File: src/rtl/eval_arbiter_pkg.sv
// Shared definitions for the evaluation arbiter: state encoding and default sizes.
package eval_arbiter_pkg;
  localparam int N_DEF = 4;  // requesters
  localparam int W_DEF = 6;  // operand bits per requester, A..F = [5]..[0]
  localparam int ID_W  = 2;  // requester index width
  localparam int CNT_W = 8;  // completed-evaluation counter width

  typedef enum logic [1:0] {
    IDLE = 2'd0,
    EVAL = 2'd1,
    DONE = 2'd2
  } state_t;
endpackage

File: src/rtl/eval_arbiter_if.sv
// Request/result bundle between requesters and the shared evaluation unit.
interface eval_arbiter_if
  import eval_arbiter_pkg::*;
#(
  parameter int N = N_DEF,
  parameter int W = W_DEF
);
  logic [N-1:0]     req;
  logic [N*W-1:0]   req_vec;
  logic [N-1:0]     grant;
  logic             busy;
  logic             res_valid;
  logic             res_y;
  logic [ID_W-1:0]  res_id;
  logic [CNT_W-1:0] eval_count;

  modport master (
    output req, req_vec,
    input  grant, busy, res_valid, res_y, res_id, eval_count
  );

  modport slave (
    input  req, req_vec,
    output grant, busy, res_valid, res_y, res_id, eval_count
  );
endinterface

File: src/rtl/eval_arbiter_logic_eval.sv
// Pure combinational evaluation: y = (a&b)|(c&d)|(e&f).
module logic_eval (
  input  logic a,
  input  logic b,
  input  logic c,
  input  logic d,
  input  logic e,
  input  logic f,
  output logic y
);
  assign y = (a & b) | (c & d) | (e & f);
endmodule

File: src/rtl/eval_arbiter.sv
// Round-robin arbiter sharing one evaluation unit among N requesters.
// One evaluation takes IDLE -> EVAL -> DONE; all outputs are registered.
module eval_arbiter
  import eval_arbiter_pkg::*;
#(
  parameter int N = N_DEF,
  parameter int W = W_DEF
) (
  input logic           clk,
  input logic           rst,
  eval_arbiter_if.slave bus
);
  state_t                 state, state_nx;
  logic [ID_W-1:0]        ptr, win, sel;
  logic [W-1:0]           op_reg;
  logic [N-1:0][W-1:0]    vec_a;
  logic                   y;

  logic [N-1:0]           grant_q;
  logic                   busy_q, res_valid_q, res_y_q;
  logic [ID_W-1:0]        res_id_q;
  logic [CNT_W-1:0]       cnt_q;

  assign vec_a = bus.req_vec;

  logic_eval u_eval (
    .a(op_reg[5]), .b(op_reg[4]), .c(op_reg[3]),
    .d(op_reg[2]), .e(op_reg[1]), .f(op_reg[0]),
    .y(y)
  );

  // Round-robin pick: first requester at or after ptr (scan backwards so the nearest wins).
  always_comb begin
    sel = ptr;
    for (int k = N-1; k >= 0; k--)
      if (bus.req[(int'(ptr) + k) % N]) sel = ID_W'((int'(ptr) + k) % N);
  end

  // State register; reset overrides every transition.
  always_ff @(posedge clk) begin
    if (rst) state <= IDLE;
    else     state <= state_nx;
  end

  // Next-state: only IDLE looks at requests, the rest advance unconditionally.
  always_comb begin
    state_nx = state;
    unique case (state)
      IDLE:    if (|bus.req) state_nx = EVAL;
      EVAL:    state_nx = DONE;
      DONE:    state_nx = IDLE;
      default: state_nx = IDLE;
    endcase
  end

  // Datapath and registered outputs; operand is latched at the IDLE sample so
  // later req/req_vec changes cannot disturb the result.
  always_ff @(posedge clk) begin
    if (rst) begin
      ptr         <= '0;
      win         <= '0;
      op_reg      <= '0;
      grant_q     <= '0;
      busy_q      <= 1'b0;
      res_valid_q <= 1'b0;
      res_y_q     <= 1'b0;
      res_id_q    <= '0;
      cnt_q       <= '0;
    end else begin
      busy_q      <= (state_nx != IDLE);
      res_valid_q <= 1'b0;
      unique case (state)
        IDLE: if (|bus.req) begin
          win     <= sel;
          op_reg  <= vec_a[sel];
          grant_q <= N'(1) << sel;
        end
        EVAL: begin
          res_y_q     <= y;
          res_id_q    <= win;
          res_valid_q <= 1'b1;
        end
        DONE: begin
          grant_q <= '0;
          ptr     <= ID_W'((int'(win) + 1) % N);
          cnt_q   <= cnt_q + 1'b1;
        end
        default: ;
      endcase
    end
  end

  assign bus.grant      = grant_q;
  assign bus.busy       = busy_q;
  assign bus.res_valid  = res_valid_q;
  assign bus.res_y      = res_y_q;
  assign bus.res_id     = res_id_q;
  assign bus.eval_count = cnt_q;
endmodule

File: src/flat_wrapper.sv
// flat-port wrapper written by rule: the top's interface ports become plain ports
module eval_arbiter_flat import eval_arbiter_pkg::*;
#(
  parameter int N = N_DEF,
  parameter int W = W_DEF
)
  (clk, rst, bus_req, bus_req_vec, bus_grant, bus_busy, bus_res_valid, bus_res_y, bus_res_id, bus_eval_count);
  eval_arbiter_if #(.N(N), .W(W)) bus_i ();
  input logic clk;
  input logic rst;
  input wire logic [$bits(bus_i.req)-1:0] bus_req;
  input wire logic [$bits(bus_i.req_vec)-1:0] bus_req_vec;
  output wire logic [$bits(bus_i.grant)-1:0] bus_grant;
  output wire logic [$bits(bus_i.busy)-1:0] bus_busy;
  output wire logic [$bits(bus_i.res_valid)-1:0] bus_res_valid;
  output wire logic [$bits(bus_i.res_y)-1:0] bus_res_y;
  output wire logic [$bits(bus_i.res_id)-1:0] bus_res_id;
  output wire logic [$bits(bus_i.eval_count)-1:0] bus_eval_count;
  assign bus_i.req = bus_req;
  assign bus_i.req_vec = bus_req_vec;
  assign bus_grant = bus_i.grant;
  assign bus_busy = bus_i.busy;
  assign bus_res_valid = bus_i.res_valid;
  assign bus_res_y = bus_i.res_y;
  assign bus_res_id = bus_i.res_id;
  assign bus_eval_count = bus_i.eval_count;
  eval_arbiter #(.N(N), .W(W)) u_core (.clk(clk), .rst(rst), .bus(bus_i));
endmodule
File: config.mk
export PLATFORM = sky130hd
export DESIGN_NAME = eval_arbiter_flat
export DESIGN_NICKNAME = d
export VERILOG_FILES = /design/src/rtl/eval_arbiter_pkg.sv /design/src/rtl/eval_arbiter_if.sv /design/src/rtl/eval_arbiter_logic_eval.sv /design/src/rtl/eval_arbiter.sv /design/src/flat_wrapper.sv
export SDC_FILE = /design/constraint.sdc
export NUM_CORES = 1
export LEC_CHECK = 0
export ABC_AREA = 1
export BUFFER_PORTS_ARGS = -buffer_cell sky130_fd_sc_hd__buf_2
export CAP_MARGIN = 20
export CORE_MARGIN = 8
export CORE_UTILIZATION = 40
export CTS_CLUSTER_SIZE = 10
export DETAILED_ROUTE_END_ITERATION = 16
export GPL_ROUTABILITY_DRIVEN = 0
export PLACE_DENSITY = 0.76
export SETUP_SLACK_MARGIN = 0.2
export SLEW_MARGIN = 40
export SYNTH_ARGS = -nofsm -noshare
export SYNTH_HDL_FRONTEND = slang
export SYNTH_HIERARCHICAL = 1
export SYNTH_SLANG_ARGS = --single-unit
File: constraint.sdc
create_clock -name clk -period 1.59 [get_ports clk]
set_clock_uncertainty 0.05 [all_clocks]
set_input_delay 0.0795 -clock clk [delete_from_list [all_inputs] [get_ports clk]]
set_output_delay 0.0795 -clock clk [all_outputs]
set_load 0.005 [all_outputs]
### After elaboration in Yosys (flattened, before gate mapping)

Index checks and enable logic that the tools add are counted.

* output and inout port bits: 17
* logic and storage cells: 63
* register bits after elaboration: 29
* input port bits: 30

* shift operators: 1
* reductions and logical operators: 9
* bitwise logic cells: 8
* multiplexer cells: 22
* equal/unequal tests: 3
* add/sub/neg operators: 5
* order comparisons: 5

Operator list (count)
* 6-bit binary-select mux with 2-bit select: 1
* 3-bit by 4-bit less-than comparator with 1-bit output (second input constant): 3
* 2-bit two-way mux: 5
* 8-bit by 1-bit adder with 8-bit output (second input constant): 1
* 1-bit binary-select mux with 2-bit select: 4
* 1-bit two-way mux: 8
* 4-bit case mux with 2 select lines: 1
* 2-bit by 3-bit less-than comparator with 1-bit output (second input constant): 2
* 6-bit two-way mux: 1
* 2-bit OR reduction: 3
* 2-bit by 1-bit adder with 2-bit output (second input constant): 2
* 2-bit adder (second input constant): 2
* 4-bit two-way mux: 1
* 2-bit case mux with 2 select lines: 1
* 2-bit AND reduction: 2
* 2-bit nonzero test: 2
* 4-bit OR reduction: 1
* 1-bit by 2-bit left shift with 4-bit output (first input constant): 1
* 1-bit AND: 3
* 1-bit AND (first input constant): 3
* 2-bit by 1-bit == test with 1-bit output (second input constant): 1
* 2-bit == test (second input constant): 1
* 2-bit zero test: 1
* 2-bit by 1-bit inequality test with 1-bit output (second input constant): 1
* 1-bit bitwise OR: 2

### Longest topological paths before layout

* depth in word-level cells: 13
* depth in mapped cells: 17
* gate-level depth less buffers: 15

### Modules after synthesis

The synthesis kept the hierarchy.

Modules (own cells, without submodules)
* eval_arbiter: cells an instance 230, area an instance 1552.7 um2, instances 1, seq. area each 580.6 um2
* logic_eval: cells an instance 4, area an instance 16.3 um2, instances 1, seq. area each 0.0 um2

### Worst setup path after synthesis

OpenSTA, ideal clock, no wires.

* path kind: register to register
* start: register u_core.ptr[0]
* end: register u_core.op_reg[3]
* clock period less this slack: 1.630 ns
* required time: 1.423 ns
* buffers on the path: 2
* arrival: 1.463 ns
* setup slack: -0.040 ns
* cell stages (with the launch flop): 17
* path through: dfxtp_1 -> buf_6 -> inv_6 -> nand2_1 -> nand3_1 -> nand2_1 -> inv_2 -> nand2_2 -> nand2_2 -> nand3_2 -> nand2_4 -> buf_12 -> nand2_2 -> nand2_1 -> nor2_1 -> nor2_1 -> nor2_1

* longest elaborated chain between the ends: 10
* elaborated cells on any way between the ends: 20
* classes of those cells: add/sub: 3; mux: 17

Ends and longest elaborated chain
* start, declared: RTL line eval_arbiter.sv:14 `logic [ID_W-1:0] ptr, win, sel;`
* start signal, assigned: RTL line eval_arbiter.sv:85 `ptr <= ID_W'((int'(win) + 1) % N);`
* 2-bit adder: RTL line eval_arbiter.sv:36 `if (bus.req[(int'(ptr) + k) % N]) sel = ID_W'((int'(ptr) + k) % N);`
* 1-bit binary-select mux with 2-bit select: RTL line eval_arbiter.sv:36
* 1-bit two-way mux (implied by the code) (2 in series): RTL line eval_arbiter.sv:36
* 2-bit two-way mux (3 in series): RTL line eval_arbiter.sv:36
* 2-bit two-way mux *: RTL line eval_arbiter.sv:36
* 6-bit binary-select mux with 2-bit select *: RTL line eval_arbiter.sv:75 `op_reg <= vec_a[sel];`
* 6-bit two-way mux (implied by the code) *: RTL line eval_arbiter.sv:75
* end signal, assigned: RTL line eval_arbiter.sv:75
* end, declared: RTL line eval_arbiter.sv:15 `logic [W-1:0] op_reg;`

Every way passes the cells marked *; elsewhere a longest branch is shown, timed or not. The select of a mux whose other input is x is not followed.
A chain may end at the register's enable or synchronous reset.

### Worst setup path after layout

* start: register u_core.ptr[0]
* end: register u_core.op_reg[2]

Same word-level chain as after synthesis.

==> metrics <==
CP top delay family=simple AND/OR/NAND/NOR gates; unrepaired setup endpoints after global routing=true; vias in the first global route=1600; Worst-Margin Slew=0.4435 ns; CP endpoint kind=flip-flop; setup violators final=11; final WL=4720 µm; Top cell by count, worst path=nand2_2; Worst R2R Setup Slack=-0.18 ns; grt ovf=0; outcome=complete, but fails checks; Avg WL per Cell=13.37 µm; post-synthesis cell type count=29; Iter 0 DRT Violations=96; yosys warns=6; FP Rows=22; Worst Path Buf+Inv=2; Worst-path clk slew=0.06 ns; Rel. slew slack=70.16%; hpwl dp=3001 µm; clock insertion delay at the later pin of the skew report=0.27 ns; first-pass GRT wire length=6837 µm; synthesized net count=265; Logic pwr share=36.3%; CP max stage cell=dfxtp_4; commonest non-fill, non-tap cell in the layout=buf_2; reg2reg path depth=16; Max VDD drop=0.0005708 V; post-synth design cell area=1569 µm²; total core area=3716 µm²; initial antenna violation count=0; Largest register FFs=8; worst path cell trace=buf_12 > clkinv_8 > nand2_2 > nand2_2 > nand2_1 > nand2_1 > nand2_2 > nand2_4 > nand2_4 > nand2_8 > nand2_8 > nand2_2 > nand2_1 > nor2_1 > nor2_1 > nor2_1; Slew Limit Fails=0; WP depth=16; critical path fanouts, max=12; all-layer global routing usage=13.31%; worst path required time=1.71 ns; Port-buffer cells=46; period utilization=111.2%; Worst path max stage delay=0.37 ns; Die Footprint=6183 µm²; r2r endpoint=u_core/op_reg[2]; Non-Filler Instances=353; CTS tree=done; FILL cells=316; total power=2.263 mW; Ports=47; Vias=1746; CTS root buf=clkbuf_8; hold crit path type=input pin to flip-flop; Seq/Total Area, Yosys=37.00%; Syn Inst Count=234; synthesized flop and latch total=29; final hold violation count=0; net switching power=752.8 µW; starting density of the core=42.22%; Crit path arrival time=1.88 ns; Peak Freq=565.8 MHz; fin crit period=1.767 ns; ys flop type=dfxtp_1; Pleak=1.185 nW; WS Path Type=flip-flop to flip-flop; average size of a mapped cell=6.705 µm²; Die W=78.63 µm; vias per cell=4.946; failing checks=negative setup slack; Final Net Count=336; max_cap viols=0; Area Growth Syn to Fin=54.71%; switching part of the total power=33.26%; maximum buffer depth of the clock tree=2; Startpoint Class=flip-flop; largest net degree at the start of global routing=24; placed cell count=334; CTS sink cnt=29; Post-synth EDFFs=0; detailed-router iteration count before antenna repair=4; final worst slack=-0.1774 ns; worst setup path endpoint=u_core/op_reg[2]; PwrDens=932.4 nW/µm²; Seq pwr share=37.3%; layout cells sized above 1=45.25%; Antenna Cells=0; htree depth=2; R2R Path Start=u_core/ptr[0]; DR DRC count=0; Int Pwr=1.511 mW; Final ANT Viol Nets=0; Num CTS Buffers=5; die height=78.63 µm; Synth async-reset ratio=0%; Clock power frac=26.3%; Critical Path Start=u_core/ptr[0]; commonest cells after routing, fill and taps aside=46 x buf_2, 37 x nor2_1, 26 x nand2_1, 23 x dfxtp_1, 22 x inv_1
routing by layer:
metal	wire [µm]	vias to the layer above	track usage, %
met4	50	0	5.000
met2	2503	43	24.03
met5	0	-	0
li1	-	894	-
met3	236	5	3.759
met1	1930	804	14.33
cell type report:
type                            instances  area, µm²  area share [%]
Clock buffer                            7      86.33           3.557
Tap cell                               48      60.06           2.474
Timing Repair Buffer                   69      490.5           20.21
Multi-Input combinational cell        169       1064           43.81
Sequential cell                        29      595.6           24.54
Inverter                               31      131.4           5.412
synth_stat cells, drive strengths merged (2+ instances only):
cell | instances | area [µm²]
dfxtp | 29 | 580.6
xor2 | 2 | 17.52
nand3 | 25 | 130.1
buf | 4 | 50.05
a21oi | 9 | 45.04
nor3 | 4 | 20.02
nand4 | 6 | 37.54
clkbuf | 3 | 11.26
inv | 31 | 121.4
o21ai | 18 | 93.84
nor2 | 41 | 156.4
o21a | 2 | 15.01
nand2 | 53 | 234.0
cell families after synthesis:
group           count (synthesis)  synth area share [%]
compound gates                 30                 10.29
flops                          29                 37.00
buf+inv                        38                 11.64
fa+ha+maj                       1                0.7973
xor+xnor                        3                 1.675
simple gates                  133                 38.60
power groups by stage:
stage                     Combinational (mW)  Sequential, mW  Clock (mW)
after CTS                              0.654           0.838       0.610
after global routing                   0.898           0.856       0.637
after global placement                 0.573           0.850           0
final                                  0.822           0.845       0.596
after detailed placement               0.582           0.852           0
after floorplan                        0.424           0.848           0
timing repair:
item | 4_1_cts | 5_1_grt
hold buffers | 0 | 0
resized for setup | 14 | 53
setup endpoints to repair | 14 | 17
cloned | 1 | 3
buffers inserted | 2 | 6
hold endpoints to repair | 0 | 0
pin swaps | 2 | 14
worst min-delay path by stage:
stage               startpoint                        to  slack (ns)  cells past startpoint
floorplan                  rst  u_core/bus.eval_count[3]        0.18                      2
CTS                        rst  u_core/bus.eval_count[6]        0.08                      2
global route               rst       u_core/bus.grant[0]        0.08                      2
global placement           rst  u_core/bus.eval_count[6]        0.36                      2
finish                     rst       u_core/bus.grant[0]        0.07                      2
detailed placement         rst  u_core/bus.eval_count[6]        0.37                      2
metrics by stage:
| step | setup TNS [ns] | cell area, µm² | util, % | hold WS (ns) | worst slack [ns] |
|---|---|---|---|---|---|
| 2_1_floorplan | -0.1518 | 1594 | - | 0.1841 | -0.02928 |
| 3_3_place_gp | -0.7768 | 1946 | 52.36 | 0.3628 | -0.1339 |
| 3_5_place_dp | -1.297 | 1946 | 52.36 | 0.3684 | -0.1937 |
| 4_1_cts | -0.6259 | 2130 | 57.31 | 0.07988 | -0.09889 |
| 5_1_grt | -2.426 | 2427 | 65.32 | 0.08228 | -0.2787 |
| 6_report | -1.336 | 2427 | 65.32 | 0.07407 | -0.1774 |
worst register-to-register path, delay by kind of cell (launching register included):
family	cells	cell delay, ns
buffers and inverters	2	0.20
AND/OR/NAND/NOR	14	1.04
flip-flops	1	0.37
Power figures use the tool's default switching activity.
